`src/rtl/difftest_commit_gen.sv`:
```
// Difftest commit producer: buffers sparse ROB retire-slot records in a circular
// buffer and emits them as a compacted, lane-ordered commit vector each cycle.
module difftest_commit_gen #(
  parameter int unsigned CONFIG_P_COMMIT_WIDTH = 1,
  parameter int unsigned CONFIG_P_DEPTH        = 3
) (
  input  logic                                     clk,
  input  logic                                     rst,
  input  logic [(1<<CONFIG_P_COMMIT_WIDTH)-1:0]    i_valid,
  input  logic [(1<<CONFIG_P_COMMIT_WIDTH)*30-1:0] i_pc,
  input  logic [(1<<CONFIG_P_COMMIT_WIDTH)*32-1:0] i_insn,
  input  logic [(1<<CONFIG_P_COMMIT_WIDTH)-1:0]    i_wen,
  input  logic [(1<<CONFIG_P_COMMIT_WIDTH)*5-1:0]  i_wnum,
  input  logic [(1<<CONFIG_P_COMMIT_WIDTH)*32-1:0] i_wdata,
  input  logic                                     i_hold,
  output logic [(1<<CONFIG_P_COMMIT_WIDTH)-1:0]    o_valid,
  output logic [(1<<CONFIG_P_COMMIT_WIDTH)*30-1:0] o_pc,
  output logic [(1<<CONFIG_P_COMMIT_WIDTH)*32-1:0] o_insn,
  output logic [(1<<CONFIG_P_COMMIT_WIDTH)-1:0]    o_wen,
  output logic [(1<<CONFIG_P_COMMIT_WIDTH)*5-1:0]  o_wnum,
  output logic [(1<<CONFIG_P_COMMIT_WIDTH)*32-1:0] o_wdata,
  output logic [CONFIG_P_DEPTH:0]                  o_count,
  output logic                                     o_overflow
);

  localparam int unsigned W     = 1 << CONFIG_P_COMMIT_WIDTH;
  localparam int unsigned D     = 1 << CONFIG_P_DEPTH;
  localparam int unsigned PTR_W = CONFIG_P_DEPTH;
  localparam int unsigned CNT_W = CONFIG_P_DEPTH + 1;

  typedef struct packed {
    logic [29:0] pc;
    logic [31:0] insn;
    logic        wen;
    logic [4:0]  wnum;
    logic [31:0] wdata;
  } rec_t;

  rec_t             mem_q  [D];
  rec_t             lane_q [W];
  rec_t             lane_d [W];
  rec_t             slot_c [W];
  logic [W-1:0]     valid_q, valid_d;
  logic [PTR_W-1:0] rd_q, rd_d, wr_q, wr_d;
  logic [CNT_W-1:0] count_q, count_d;
  logic             ovf_q, ovf_d;

  logic [CNT_W-1:0] k_c, free_c, n_c, kept_c;
  logic [PTR_W-1:0] pos_c  [W];
  logic             keep_c [W];

  // Unpack the flat retire-slot buses into records.
  always_comb begin
    for (int i = 0; i < W; i++) begin
      slot_c[i].pc    = i_pc[i*30 +: 30];
      slot_c[i].insn  = i_insn[i*32 +: 32];
      slot_c[i].wen   = i_wen[i];
      slot_c[i].wnum  = i_wnum[i*5 +: 5];
      slot_c[i].wdata = i_wdata[i*32 +: 32];
    end
  end

  // Pop size, free space (including this edge's pop) and compacted write slots.
  always_comb begin
    k_c = '0;
    if (!i_hold) k_c = (count_q < CNT_W'(W)) ? count_q : CNT_W'(W);
    free_c = CNT_W'(D) - count_q + k_c;
    n_c    = '0;
    for (int i = 0; i < W; i++) begin
      pos_c[i]  = n_c[PTR_W-1:0];
      keep_c[i] = i_valid[i] && (n_c < free_c);
      if (i_valid[i]) n_c = n_c + CNT_W'(1);
    end
    kept_c = (n_c < free_c) ? n_c : free_c;
  end

  // Next-state for pointers, occupancy, sticky overflow and output lanes.
  always_comb begin
    rd_d    = rd_q + k_c[PTR_W-1:0];
    wr_d    = wr_q + kept_c[PTR_W-1:0];
    count_d = count_q - k_c + kept_c;
    ovf_d   = ovf_q | (n_c > free_c);
    valid_d = '0;
    for (int j = 0; j < W; j++) begin
      lane_d[j] = '0;
      if (CNT_W'(j) < k_c) begin
        lane_d[j]  = mem_q[rd_q + PTR_W'(j)];
        valid_d[j] = 1'b1;
      end
    end
  end

  always_ff @(posedge clk) begin
    if (rst) begin
      rd_q    <= '0;
      wr_q    <= '0;
      count_q <= '0;
      ovf_q   <= 1'b0;
      valid_q <= '0;
      for (int j = 0; j < W; j++) lane_q[j] <= '0;
    end else begin
      rd_q    <= rd_d;
      wr_q    <= wr_d;
      count_q <= count_d;
      ovf_q   <= ovf_d;
      valid_q <= valid_d;
      for (int j = 0; j < W; j++) lane_q[j] <= lane_d[j];
    end
  end

  // Storage is not reset; only entries between rd and wr are ever read.
  always_ff @(posedge clk) begin
    if (!rst) begin
      for (int i = 0; i < W; i++) begin
        if (keep_c[i]) mem_q[wr_q + pos_c[i]] <= slot_c[i];
      end
    end
  end

  for (genvar j = 0; j < W; j++) begin : g_lane
    assign o_pc[j*30 +: 30]    = lane_q[j].pc;
    assign o_insn[j*32 +: 32]  = lane_q[j].insn;
    assign o_wen[j]            = lane_q[j].wen;
    assign o_wnum[j*5 +: 5]    = lane_q[j].wnum;
    assign o_wdata[j*32 +: 32] = lane_q[j].wdata;
  end

  assign o_valid    = valid_q;
  assign o_count    = count_q;
  assign o_overflow = ovf_q;

endmodule
```
`config.mk`:
```
export PLATFORM = sky130hd
export DESIGN_NAME = difftest_commit_gen
export DESIGN_NICKNAME = d
export VERILOG_FILES = /design/src/rtl/difftest_commit_gen.sv
export SDC_FILE = /design/constraint.sdc
export NUM_CORES = 1
export LEC_CHECK = 0
export BUFFER_PORTS_ARGS = -buffer_cell sky130_fd_sc_hd__buf_2
export CORE_UTILIZATION = 30
export DETAILED_ROUTE_END_ITERATION = 8
export HOLD_SLACK_MARGIN = 0.06
export PLACE_DENSITY = 0.56
export SLEW_MARGIN = 10
export SYNTH_ARGS = -nofsm -noshare
export SYNTH_HDL_FRONTEND = slang
export SYNTH_SLANG_ARGS = --single-unit
export TNS_END_PERCENT = 30
```
`constraint.sdc`:
```
create_clock -name clk -period 34.6 [get_ports clk]
set_clock_uncertainty 0.2 [all_clocks]
set_input_delay 3.46 -clock clk [delete_from_list [all_inputs] [get_ports clk]]
set_output_delay 3.46 -clock clk [all_outputs]
set_load 0.005 [all_outputs]
```
Word level (Yosys, flattened, before mapping)
Memory sizes are Yosys's and may differ from the RTL's. A register that Yosys moved wholly into a read port is not among the register bits.
Cells that the tools add are included.

storage, ports and cells
  register bits after elaboration = 13
  RAM bits = 1,000
  input port bits = 205
  output and inout port bits = 207
  logic and storage cells = 49
  memories = 2

memories
  memory  words  bits a word  read ports  clocked after Yosys merged registers in  wr ports  line  text
  mem_q   8      100          2           1                                        2         39    rec_t mem_q [D];
  lane_q  2      100          2           0                                        2         40    rec_t lane_q [W];

cells by class
  add/sub/neg operators = 9
  $lt $le $gt $ge = 7
  muxes and demuxes = 21
  bitwise logic cells = 3
  reductions and logical operators = 2

operator list
  cell                   count
  $mux W100              4
  $mux W4                4
  $lt A1 B4 Y1 const A   3
  $mux W1                12
  $add A3 B3 Y3          3
  $add A4 B4 Y4          2
  $lt A4 B4 Y1           2
  $add A4 B1 Y4 const B  1
  $gt A4 B4 Y1           1
  $lt A4 B2 Y1 const B   1
  $sub A4 B4 Y4          1
  $sub A4 B4 Y4 const A  1
  $add A3 B1 Y3 const B  1
  $mux W3                1
  $or A1 B1 Y1           3
  $logic_and A1 B1 Y1    2

Logic depth before layout (Yosys ltp)
  depth in word-level cells = 9
  gate-level depth with buffers = 18
  depth with buffers taken out = 18

Worst setup path before layout
No wires, ideal clock.

  kind = input to register
  from = input port i_hold
  to = memory mem_q[3][0] (netlist name), enable pin
  setup time = 711 ps
  arrival time = 12,798 ps
  required time = 33,689 ps
  path slack = 20,891 ps
  stages = 11
  path buffers = 2
  cell sequence = or2_2 inv_1 ha_1 ha_1 inv_1 fa_1 xor3_1 o2111a_1 buf_6 clkbuf_1 o32ai_1

RTL lines
  item                line  text
  start: declaration  15    input logic i_hold,
  end: declaration    39

==> results.sh <==
export IMPL_status="finished clean"
export IMPL_critical_path_class="in2reg"
export IMPL_drt_initial_drc_count=2407
export IMPL_fmax_mhz=120.1
export IMPL_clkTransAtPathRegs_ps=60
export IMPL_synth_fa_ha_area_share_pct=0.6007
export IMPL_synth_cell_area_um2=52070
export IMPL_place_area_um2=56530
export IMPL_grt_start_max_net_pins=149
export IMPL_cts_setup_buffers=0
export IMPL_start_util_pct=30.29
export IMPL_synth_edff_count=800
export IMPL_grt_overflow=0
export IMPL_vias=31650
export IMPL_topRoutingLayerUsed="met5"
export IMPL_wirelength_um=170200
export IMPL_pwr_share_clk_pct=28.3
export IMPL_fin_crit_sh_pct=24.07
export IMPL_die_h_um=418.6
export IMPL_drc=0
export IMPL_rsz0062_at_grt="no"
export IMPL_async_flop_share_pct=0
export IMPL_core_um2=171900
export IMPL_combPwrFrac_pct=34.5
export IMPL_muxShareOfSynthArea_pct=37.22
export IMPL_synth_most_common_cell="mux2_2"
export IMPL_switching_share_pct=32.19
export IMPL_yosys_warnings=0
export IMPL_cts_num_sinks=1013
export IMPL_synth_cell_types=41
export IMPL_cts_buffers=117
export IMPL_antenna_found_initial=61
export IMPL_dp_slack_ps=25440
export IMPL_drive_gt1_share_pct=55.56
export IMPL_area_growth_syn_to_layout_pct=16.03
export IMPL_setup_slack_ps=26270
export IMPL_p_leak_nw=20.45
export IMPL_start_kind="input pin"
export IMPL_crit_fanout=41
export IMPL_dpl_hpwl_um=97500
export IMPL_ant_nets=0
export IMPL_max_slew_margin_pct=21.81
export IMPL_endpoint_kind="flip-flop"
export IMPL_hold_slack_ps=311.5
export IMPL_cts_tree="done"
export IMPL_layout_nets=3863
export IMPL_ctsLongestPathBuffers=3
export IMPL_crit_arrival_ps=8610
export IMPL_worst_slew_pin_slew_ps=1173
export IMPL_seqPwrFrac_pct=37.2
export IMPL_dieArea_um2=175300
export IMPL_insertion_delay_ps=760
export IMPL_hold_buffers=0
export IMPL_period_needed_ps=8328
export IMPL_post_drt_wl_per_cell_um=28.04
export IMPL_grt_pass1_vias=32950
export IMPL_portBuffers=411
export IMPL_ys_top_cells_by_area="edfxtp_1 46%, mux2_2 24%, mux4_2 8.6%, dfxtp_1 8.2%, mux2_4 2.9%"
export IMPL_ys_seq_area_share_pct=54.32
export IMPL_crit_required_ps=34880
export IMPL_first_pass_iters=5
export IMPL_vias_per_cell=5.215
export IMPL_fp_dieW_um=418.6
export IMPL_syn_nets=3522
export IMPL_ff2ff_setup_slack_ps=28450
export IMPL_yosys_area_share_xor_xnor_pct=0.2403
export IMPL_htree_levels=3
export IMPL_maxCapViolCount=0
export IMPL_num_fill_cells=16650
export IMPL_wl_met3_um=8033
export IMPL_num_rows=152
export IMPL_power_switching_mw=1.417
export IMPL_io_pins=412
export IMPL_ys_ff_latch=1013
export IMPL_grt_total_usage_pct=19.05
export IMPL_setup_violations=0
export IMPL_grt_first_pass_wirelength_um=241100
export IMPL_synth_top_area_share_pct=46.13
export IMPL_synth_top_area_cell="edfxtp_1"
export IMPL_setup_tns_ps=0
export IMPL_vdd_ir_drop_max_mv=0.09802
export IMPL_met2_length_um=85980
export IMPL_layout_cell_area_non_filler_um2=60420
export IMPL_synth_common_cells="1,100 x mux2_2, 800 x edfxtp_1, 213 x dfxtp_1, 200 x mux4_2, 200 x o22ai_1"
export IMPL_synth_top_family_by_area="multiplexers"
export IMPL_synth_compound_area_share_pct=2.804
export IMPL_synth_cells=3295
export IMPL_drt_met1_wl_um=69090
export IMPL_synth_flop_cell="edfxtp_1"
export IMPL_slew_violations=0
export IMPL_p_int_mw=2.985
export IMPL_ctsResizeCount=0
export IMPL_root_buffer="clkbuf_16"
export IMPL_hold_viol=0
export IMPL_powerDensity_nw_per_um2=72.86
export IMPL_gp_congestion=0.7544
export IMPL_syn_avg_cell_area_um2=15.80
export IMPL_yosys_area_share_simple_pct=2.100
export IMPL_min_path_type="reg2reg"
export IMPL_final_core_util_pct=35.14
-- layout by cell type, fill, tap and decap left out, types with 5 or more instances in the layout --
cell type  count
inv_1         23
buf_4         66
nor2b_1        6
nand2_1        6
nor3_2         6
mux4_2       200
nor3_1       101
clkbuf_8      23
bufinv_16      5
xor2_1         6
diode_2       20
fa_1           5
o22ai_1      200
clkbuf_16    119
buf_2        411
mux2_4       100
mux2i_1       99
edfxtp_1     800
clkbuf_1      51
ha_1          16
dfxtp_1      210
o32ai_4        8
nor2_1       107
clkinv_1       5
clkinv_2       7
mux2_2      1100
-- flip-flops by register name (all words and copies together), names as in the netlist --
register / count
rd_q: 3
lane_q: 200
o_valid: 2
mem_q: 800
wr_q: 3
o_count: 4
o_overflow: 1
-- cells by family after synthesis --
family,count (synthesis)
muxes,1499
DFF,1013
buffers and inverters,282
and+or+nand+nor,240
AOI/OAI and AO/OA,226
adders and majority gates,22
xor gates and xnor gates,11
other,2
-- through the flow --
step / power [mW] / cells
floorplan: 2.728 / 3295
global placement: 3.190 / 5827
detailed placement: 3.200 / 5827
CTS: 4.455 / 6050
global route: 4.596 / 6067
finish: 4.403 / 6070
-- final timing paths --
check	from	end	cells after the start
hold reg to reg	o_overflow	o_overflow	1
setup / recovery	i_hold	mem_q[6][54]	15
hold / removal	o_overflow	o_overflow	1
setup reg to reg	o_count[1]	mem_q[6][54]	14
-- layer usage --
metal,track usage (%),vias up
met5,0,-
met4,8.779,24
met3,2.516,320
met2,32.91,997
met1,23.50,16460
li1,-,13860
-- layout make-up --
cell class / count / area, um^2 / area share, %
timing repair buffer: 481 / 2633 / 4.357
tap: 2310 / 2890 / 4.784
inverter: 23 / 86.33 / 0.1429
clock buffer: 193 / 3486 / 5.769
sequential: 1013 / 28300 / 46.84
multi-input combinational: 2000 / 22630 / 37.45
clock inverter: 30 / 350.3 / 0.5798
antenna: 20 / 50.05 / 0.08283
-- worst max-delay path: stages --
cell and delay, ps:
buf_2 110, nor2b_1 230, nand2_1 120, ha_1 200, inv_1 60, ha_1 140
inv_1 50, fa_1 450, xor3_1 240, o2111a_1 220, buf_4 350, or3_4 800
buf_4 990, buf_4 730, mux2_4 350
-- power groups by stage --
stage / Combinational [mW] / Sequential, mW / Clock, mW
after floorplan: 1.06 / 1.67 / 0
after global placement: 1.53 / 1.66 / 0
after detailed placement: 1.53 / 1.67 / 0
after CTS: 1.54 / 1.64 / 1.28
after global routing: 1.62 / 1.66 / 1.32
final: 1.52 / 1.64 / 1.25
(Power assumes the default switching activity.)
